[config.mk]
export PLATFORM = sky130hd
export DESIGN_NAME = product_bcd_converter
export DESIGN_NICKNAME = d
export VERILOG_FILES = /design/src/rtl/product_bcd_converter_pkg.sv /design/src/rtl/product_bcd_converter_bcd_digit_adj.sv /design/src/rtl/product_bcd_converter.sv
export SDC_FILE = /design/constraint.sdc
export NUM_CORES = 1
export LEC_CHECK = 0
export CELL_PAD_IN_SITES_DETAIL_PLACEMENT = 1
export CELL_PAD_IN_SITES_GLOBAL_PLACEMENT = 2
export CORE_AREA = 2 2 61 92
export CTS_BUF_LIST = sky130_fd_sc_hd__clkbuf_8
export CTS_CLUSTER_DIAMETER = 80
export DETAILED_ROUTE_END_ITERATION = 6
export DIE_AREA = 0 0 63 94
export PLACE_DENSITY = 0.83
export SKIP_CTS_REPAIR_TIMING = 1
export SLEW_MARGIN = 20
export SYNTH_ARGS = -nofsm -noshare
export SYNTH_HDL_FRONTEND = slang
export SYNTH_SLANG_ARGS = --single-unit
[constraint.sdc]
create_clock -name clk -period 2.2 [get_ports clk]
set_input_delay 0.22 -clock clk [delete_from_list [all_inputs] [get_ports clk]]
set_output_delay 0.22 -clock clk [all_outputs]
set_load 0.05 [all_outputs]
[src/rtl/product_bcd_converter_pkg.sv]
// Shared definitions for the product-to-BCD converter.
//   - state_e           : converter FSM states (2-bit encoding)
//   - BCD_DIGIT_W       : width of one packed BCD digit
//   - ADJ_THRESH/ADD    : double-dabble pre-shift correction (digit >= 5 gets +3)
//   - digits_for_width  : decimal digits needed to represent 2**width - 1
package product_bcd_pkg;

  typedef enum logic [1:0] {
    IDLE  = 2'd0,
    SHIFT = 2'd1,
    DONE  = 2'd2
  } state_e;

  localparam int BCD_DIGIT_W = 4;
  localparam int ADJ_THRESH  = 5;
  localparam int ADJ_ADD     = 3;

  // Number of decimal digits in the largest unsigned value of the given width.
  function automatic int digits_for_width(input int width);
    longint unsigned max_val;
    int              n;
    max_val = (64'd1 << width) - 64'd1;
    n       = 1;
    while (max_val >= 64'd10) begin
      max_val = max_val / 64'd10;
      n       = n + 1;
    end
    return n;
  endfunction

endpackage

[src/rtl/product_bcd_converter_bcd_digit_adj.sv]
// Single-digit double-dabble correction.
//   digit_in  : 4-bit BCD digit before the shift
//   digit_out : digit_in + 3 when digit_in >= 5, otherwise digit_in (4-bit result)
module bcd_digit_adj
  import product_bcd_pkg::*;
(
  input  logic [BCD_DIGIT_W-1:0] digit_in,
  output logic [BCD_DIGIT_W-1:0] digit_out
);

  // Add-3 correction so the following left shift carries correctly into the next digit.
  always_comb begin
    if (digit_in >= BCD_DIGIT_W'(ADJ_THRESH)) begin
      digit_out = digit_in + BCD_DIGIT_W'(ADJ_ADD);
    end else begin
      digit_out = digit_in;
    end
  end

endmodule

[src/rtl/product_bcd_converter.sv]
// Sequential binary-to-packed-BCD converter (double dabble) for the multiplier product.
//   clk        : clock, rising edge
//   rst        : synchronous active-high reset
//   in_valid   : in_data holds a product to convert
//   in_ready   : converter idle and able to accept (registered)
//   in_data    : unsigned binary input, IN_W bits
//   out_valid  : out_bcd holds a completed conversion (registered)
//   out_ready  : consumer accepts out_bcd
//   out_bcd    : packed BCD, units digit in [3:0]
//   busy       : conversion in progress or result waiting (registered)
module product_bcd_converter
  import product_bcd_pkg::*;
#(
  parameter int IN_W   = 8,
  parameter int DIGITS = 3
) (
  input  logic                        clk,
  input  logic                        rst,
  input  logic                        in_valid,
  output logic                        in_ready,
  input  logic [IN_W-1:0]             in_data,
  output logic                        out_valid,
  input  logic                        out_ready,
  output logic [BCD_DIGIT_W*DIGITS-1:0] out_bcd,
  output logic                        busy
);

  localparam int CNT_W = $clog2(IN_W + 1);
  localparam int BCD_W = BCD_DIGIT_W * DIGITS;

  // Too few digits would silently truncate the largest input.
  if (DIGITS < digits_for_width(IN_W)) begin : g_bad_digits
    $error("product_bcd_converter: DIGITS=%0d cannot hold 2**%0d-1", DIGITS, IN_W);
  end

  state_e             state_q, state_d;
  logic [IN_W-1:0]    bin_q, bin_d;
  logic [BCD_W-1:0]   bcd_q, bcd_d;
  logic [CNT_W-1:0]   count_q, count_d;
  logic               in_ready_q, in_ready_d;
  logic               out_valid_q, out_valid_d;
  logic               busy_q, busy_d;
  logic [BCD_W-1:0]   bcd_adj_s;

  // Per-digit add-3 correction applied to the current BCD accumulator.
  for (genvar g = 0; g < DIGITS; g++) begin : g_adj
    bcd_digit_adj u_adj (
      .digit_in  (bcd_q[g*BCD_DIGIT_W +: BCD_DIGIT_W]),
      .digit_out (bcd_adj_s[g*BCD_DIGIT_W +: BCD_DIGIT_W])
    );
  end

  // Next-state and datapath computation for the converter FSM.
  always_comb begin
    state_d = state_q;
    bin_d   = bin_q;
    bcd_d   = bcd_q;
    count_d = count_q;
    case (state_q)
      IDLE: begin
        if (in_valid && in_ready_q) begin
          bin_d   = in_data;
          bcd_d   = '0;
          count_d = CNT_W'(IN_W);
          state_d = SHIFT;
        end else begin
          state_d = IDLE;
        end
      end
      SHIFT: begin
        // Binary MSB moves into the BCD LSB; a zero fills the binary LSB.
        {bcd_d, bin_d} = {bcd_adj_s, bin_q} << 1;
        count_d        = count_q - CNT_W'(1);
        if (count_q == CNT_W'(1)) begin
          state_d = DONE;
        end else begin
          state_d = SHIFT;
        end
      end
      DONE: begin
        if (out_ready) begin
          state_d = IDLE;
        end else begin
          state_d = DONE;
        end
      end
      default: begin
        state_d = IDLE;
      end
    endcase
    // Outputs are registered from the next state so they never depend combinationally on inputs.
    in_ready_d  = (state_d == IDLE);
    out_valid_d = (state_d == DONE);
    busy_d      = (state_d == SHIFT) || (state_d == DONE);
  end

  // State, datapath and output registers with synchronous reset.
  always_ff @(posedge clk) begin
    if (rst) begin
      state_q     <= IDLE;
      bin_q       <= '0;
      bcd_q       <= '0;
      count_q     <= '0;
      in_ready_q  <= 1'b1;
      out_valid_q <= 1'b0;
      busy_q      <= 1'b0;
    end else begin
      state_q     <= state_d;
      bin_q       <= bin_d;
      bcd_q       <= bcd_d;
      count_q     <= count_d;
      in_ready_q  <= in_ready_d;
      out_valid_q <= out_valid_d;
      busy_q      <= busy_d;
    end
  end

  assign in_ready  = in_ready_q;
  assign out_valid = out_valid_q;
  assign out_bcd   = bcd_q;
  assign busy      = busy_q;

endmodule

=== Yosys cells after proc, flatten, opt, wreduce, memory -nomap -nowiden ===
Index checks and enable logic that the tools add are counted.

* Output and inout port bits: 15
* Flip-flop bits (word level): 29
* Word-level logic and storage cells: 39
* Input port bits: 12

* Equal/unequal tests: 6
* Muxes and demuxes: 13
* $add $sub $neg: 4
* Reduce and logical (&&, ||, !) cells: 6
* $lt $le $gt $ge: 3

{| class="wikitable"
|+ Operators with widths
! operator !! number
|-
| $pmux 12 s2 || 1
|-
| $pmux 8 s2 || 1
|-
| $ge 4x3->1 const B || 3
|-
| $mux 12 || 1
|-
| $mux 4 || 3
|-
| $add 4x2->4 const B || 2
|-
| $mux 8 || 1
|-
| $pmux 4 s2 || 1
|-
| $pmux 2 s3 || 1
|-
| $eq 2x1->1 const B || 2
|-
| $eq 2x2->1 const B || 2
|-
| $eq 4x1->1 const B || 1
|-
| $logic_not 2->1 || 2
|-
| $mux 2 || 2
|-
| $sub 4x1->4 const B || 1
|-
| $add 3x2->3 const B || 1
|-
| $mux 3 || 1
|-
| $ne 2x2->1 const B || 1
|-
| $reduce_and 2->1 || 1
|-
| $reduce_bool 2->1 || 1
|-
| $logic_and 1x1->1 || 1
|-
| $logic_or 1x1->1 || 1
|-
| $mux 1 || 1
|}

=== Logic depth before layout (Yosys ltp) ===
* Depth in word-level cells: 5
* Depth in mapped cells: 8
* Mapped depth without buffers: 7

=== By module ===
From an unflattened synthesis, not the netlist that was laid out.

* Cell total of the unflattened synthesis: 155
* Area, all modules: 1430.1 µm²

{| class="wikitable"
|+ By module, submodules not included
! module !! cells an instance !! area each (µm²) !! times used !! sequential area each (µm²)
|-
| product_bcd_converter || 107 || 1126.1 || 1 || 580.6
|-
| bcd_digit_adj || 16 || 101.3 || 3 || 0.0
|}

=== Worst setup path after synthesis ===
Ideal clock, no wire load.

* Path type: reg2reg
* From: reg bcd_q[9] (netlist: out_bcd[9])
* To: reg bcd_q[10] (netlist: out_bcd[10])
* Period minus slack after synthesis: 1815 ps
* Slack: 385 ps
* Arrival time: 1741 ps
* Required time: 2126 ps
* Cell stages (with the launch flop): 7
* Library setup time: 74 ps
* Buffers on the path: 0
* Cell sequence: dfxtp_1 inv_1 ha_1 nand2b_1 a21oi_1 mux2_2 o21ai_0

* Word-level cells in the longest chain between the ends: 3
* Elaborated cells between the ends (all ways): 4
* Classes of those cells: add/sub (1); order compare (1); mux (2)

{| class="wikitable"
|+ RTL lines
! item !! RTL line !! text
|-
| from (decl) || product_bcd_converter.sv:38 || <nowiki>logic [BCD_W-1:0] bcd_q, bcd_d;</nowiki>
|-
| from (signal assigned) || product_bcd_converter.sv:102 || <nowiki>bcd_q <= '0;</nowiki>
|-
| from (signal assigned) || product_bcd_converter.sv:110 || <nowiki>bcd_q <= bcd_d;</nowiki>
|-
| $ge 4x3->1 or $add 3x2->3 (tied branches) || product_bcd_converter_bcd_digit_adj.sv:13, product_bcd_converter_bcd_digit_adj.sv:14 ||
|-
| $mux 3 (*) || product_bcd_converter_bcd_digit_adj.sv:13 || <nowiki>if (digit_in >= BCD_DIGIT_W'(ADJ_THRESH)) begin</nowiki>
|-
| $pmux 12 s2 (*) || product_bcd_converter.sv:59 || <nowiki>case (state_q)</nowiki>
|}

Mark *: on every way between the ends. The rest lies on a longest branch, timed or not.
A chain may end at the register's enable or synchronous reset.

=== Worst setup path in the final report ===
* From: reg bcd_q[4] (netlist: out_bcd[4])
* To: out out_bcd[4]

{| class="wikitable"
|+ RTL lines
! item !! RTL line !! text
|-
| to (decl) || product_bcd_converter.sv:24 || <nowiki>output logic [BCD_DIGIT_W*DIGITS-1:0] out_bcd,</nowiki>
|}

No word-level cell between the ends.

==> summary.md <==
| Metric | Value |
|---|---|
| CTS tree | `done` |
| Cell Area, Synth | `1460 sq um` |
| RePlAce Congestion | `0.755` |
| Synthesized instance count | `169` |
| Sum Neg Setup Slack | `0 ns` |
| Final ANT Viol Nets | `0` |
| FF+latch count, synth | `29` |
| Commonest non-fill, non-tap cell in the layout | `dfxtp_1` |
| Die Wd | `between 60 and 70 um` |
| Initial Util | `28.6%` |
| Global-route wire length before repair | `6190 um` |
| Critical path's top delay family | `buffers and inverters` |
| Count of input and output buffers | `26` |
| Clk sink count | `29` |
| Worst slew margin | `66.1%` |
| Period Utilization, post-route | `82.6%` |
| Max Cap Violations | `0` |
| I/O pins | `27` |
| VDD IR max | `0.440 mV` |
| Max Clk Rate | `550 MHz` |
| GR Overflow Total | `0` |
| Clk pin slew, worst setup/hold paths | `0.06 ns` |
| Most frequent cells in the layout | `dfxtp_1 (29), clkdlybuf4s50_1 (26), nand2_1 (18)` |
| Vias | `between 1000 and 1500` |
| Min Hold Slack | `0.467 ns` |
| Worst path bufs/invs | `1` |
| Layout Skew | `0.00285 ns` |
| Syn_nets | `~190` |
| Crit path cell chain | `clkdlybuf4s50_1` |
| Post-synth EDFFs | `0` |
| Dominant synthesized flop cell | `dfxtp_1` |
| Yosys warns | `0` |
| CP Capture Type | `primary output` |
| Core area | `5080 sq um` |
| Sequential area share after synthesis | `around two fifths` |
| Vias in the first global route | `between 1000 and 1500` |
| P&R area growth vs syn | `28.0%` |
| Crit-path max FO | `7` |
| Clock tree buffer depth | `2` |
| Type of origin of the critical path | `register` |
| Setup ws final | `0.383 ns` |
| Routed wire per std cell | `around 14 um` |
| Drt pass-1 iters | `4` |
| DRC Markers | `0` |
| CP arrival | `~1.6 ns` |
| Initial antenna violation count | `0` |
| Post-layout nets | `217` |
| Min Tclk post-route | `~1.8 ns` |
| Worst-Skew Late Latency | `around 0.28 ns` |
| Worst Path Required | `1.98 ns` |
| Fin. Hold Viols | `0` |
| Slowest stage cell on the critical path | `clkdlybuf4s50_1` |
| Final antenna diode count | `0` |
| CTS Buf Count | `5` |
| DIE AREA | `around 6000 sq um` |
| Worst hold path class | `reg -> reg` |
| Core Rows | `32` |
| Status | `complete, no violations` |
| Via/cell ratio | `4.99` |
| DIE HEIGHT | `between 90 and 100 um` |
| Kind of critical path | `reg -> out` |
| Peak per-stage delay on the critical path | `0.86 ns` |
| Mean area per synthesized cell | `approximately 8.6 sq um` |
| Max H-tree Level | `2` |
| Post-synth cell types | `36` |
| Share of cells above drive strength 1 | `11.2%` |
| PwrDens | `~700 nW/um^2` |
| Initial DRC Count | `20` |
| Root Buffer | `clkbuf_8` |
| FILL cells | `624` |
| Final Power | `~1.3 mW` |
| Setup Viol. Count Final | `0` |
| FFs w/ async S/R, synth | `0%` |
| Slew Limit Fails | `0` |
| Largest net degree at the start of global routing | `22` |
| Layout Cells excl Fill | `264` |
| Total global-route track usage | `13.2%` |
| Dpl hpwl | `2620 um` |
| RSZ-0062 raised after global routing | `false` |
| Cells after DPL | `roughly 260` |
| Pleak | `~0.69 nW` |
| Dpl ws | `0.345 ns` |
| Actual slew at the worst max-slew pin | `0.507 ns` |
| Routed WL | `~3600 um` |
==> stage by stage <==
step	util, %	area [sq um]
after floorplan	-	1460
after global placement	34.7	1760
after detailed placement	34.7	1760
after CTS	36.7	1860
after global routing	36.7	1860
final	36.7	1860
==> synth_stat cells (2+ instances only) <==
cell	n	area share, %
o211ai_1	2	1.0
a311oi_1	6	3.6
a22oi_1	2	1.0
a41o_1	2	1.4
inv_1	10	2.6
or2_2	2	0.86
nand4_1	3	1.3
nor2b_1	3	1.3
nand3_1	6	2.1
o41ai_1	2	1.2
clkbuf_1	3	0.77
xor2_1	2	1.2
nor3_1	8	2.7
nor2_1	16	4.1
buf_6	3	2.3
ha_1	10	8.6
buf_2	4	1.4
nand2_1	18	4.6
o311ai_0	2	1.2
or4_1	3	1.5
nand2b_1	3	1.3
a31o_2	2	1.2
a21oi_1	10	3.4
dfxtp_1	29	40
o21ai_0	7	2.4
==> cell families after synthesis <==
group	synth area share, %
XOR/XNOR	1.20
AND/OR/NAND/NOR	23.0
buffers and inverters	7.30
adder cells (fa/ha/maj)	8.59
flip-flops	39.9
multiplexers	0.773
AO/OA/AOI/OAI	19.2
==> sequential cells by signal, indices dropped and copies added (netlist names) <==
| signal | cells |
|---|---|
| out_bcd | 12 |
| bin_q | 8 |
| count_q | 4 |
| state_q | 2 |
| busy | 1 |
| in_ready | 1 |
| out_valid | 1 |
==> worst reg2reg max path, stage by stage, from the launching register on <==
cell	delay (ns)
dfxtp_1	0.46
inv_1	0.08
ha_1	0.23
nand2b_1	0.08
a21oi_1	0.14
or4_1	0.43
o311ai_0	0.13
==> cell type report <==
type,count,area (sq um),share of cell area [%]
inverter,10,37.5,2.01
clock inverter,1,5.00,0.268
tap,68,85.1,4.56
sequential,29,581,31.1
timing repair buffer,30,290,15.6
multi-input combinational,119,769,41.3
clock buffer,7,96.3,5.17
==> where the power goes <==
part	internal [mW]	switching (mW)
registers	0.566	0.0303
logic	0.0942	0.151
clock network	0.282	0.206
total	0.942	0.387
==> layer usage <==
metal / GRT usage (%) / vias up / wire length, um / share of wire [%]
li1: - / 655 / - / -
met1: 14.9 / 632 / 1550 / 43
met2: 23.8 / 24 / 1890 / 52
met5: 0 / - / 0 / 0
met3: 2.28 / 7 / 82 / 2.3
met4: 6.11 / 0 / 74 / 2.1
==> final timing paths <==
kind,slack [ns],to,cells after the start,startpoint
max,0.38,out_bcd[4],1,out_bcd[4]
min reg2reg,0.47,count_q[3],1,count_q[3]
max reg2reg,0.53,out_bcd[5],6,out_bcd[4]
min,0.47,count_q[3],1,count_q[3]
No activity file was read; power rests on OpenSTA's default activity.
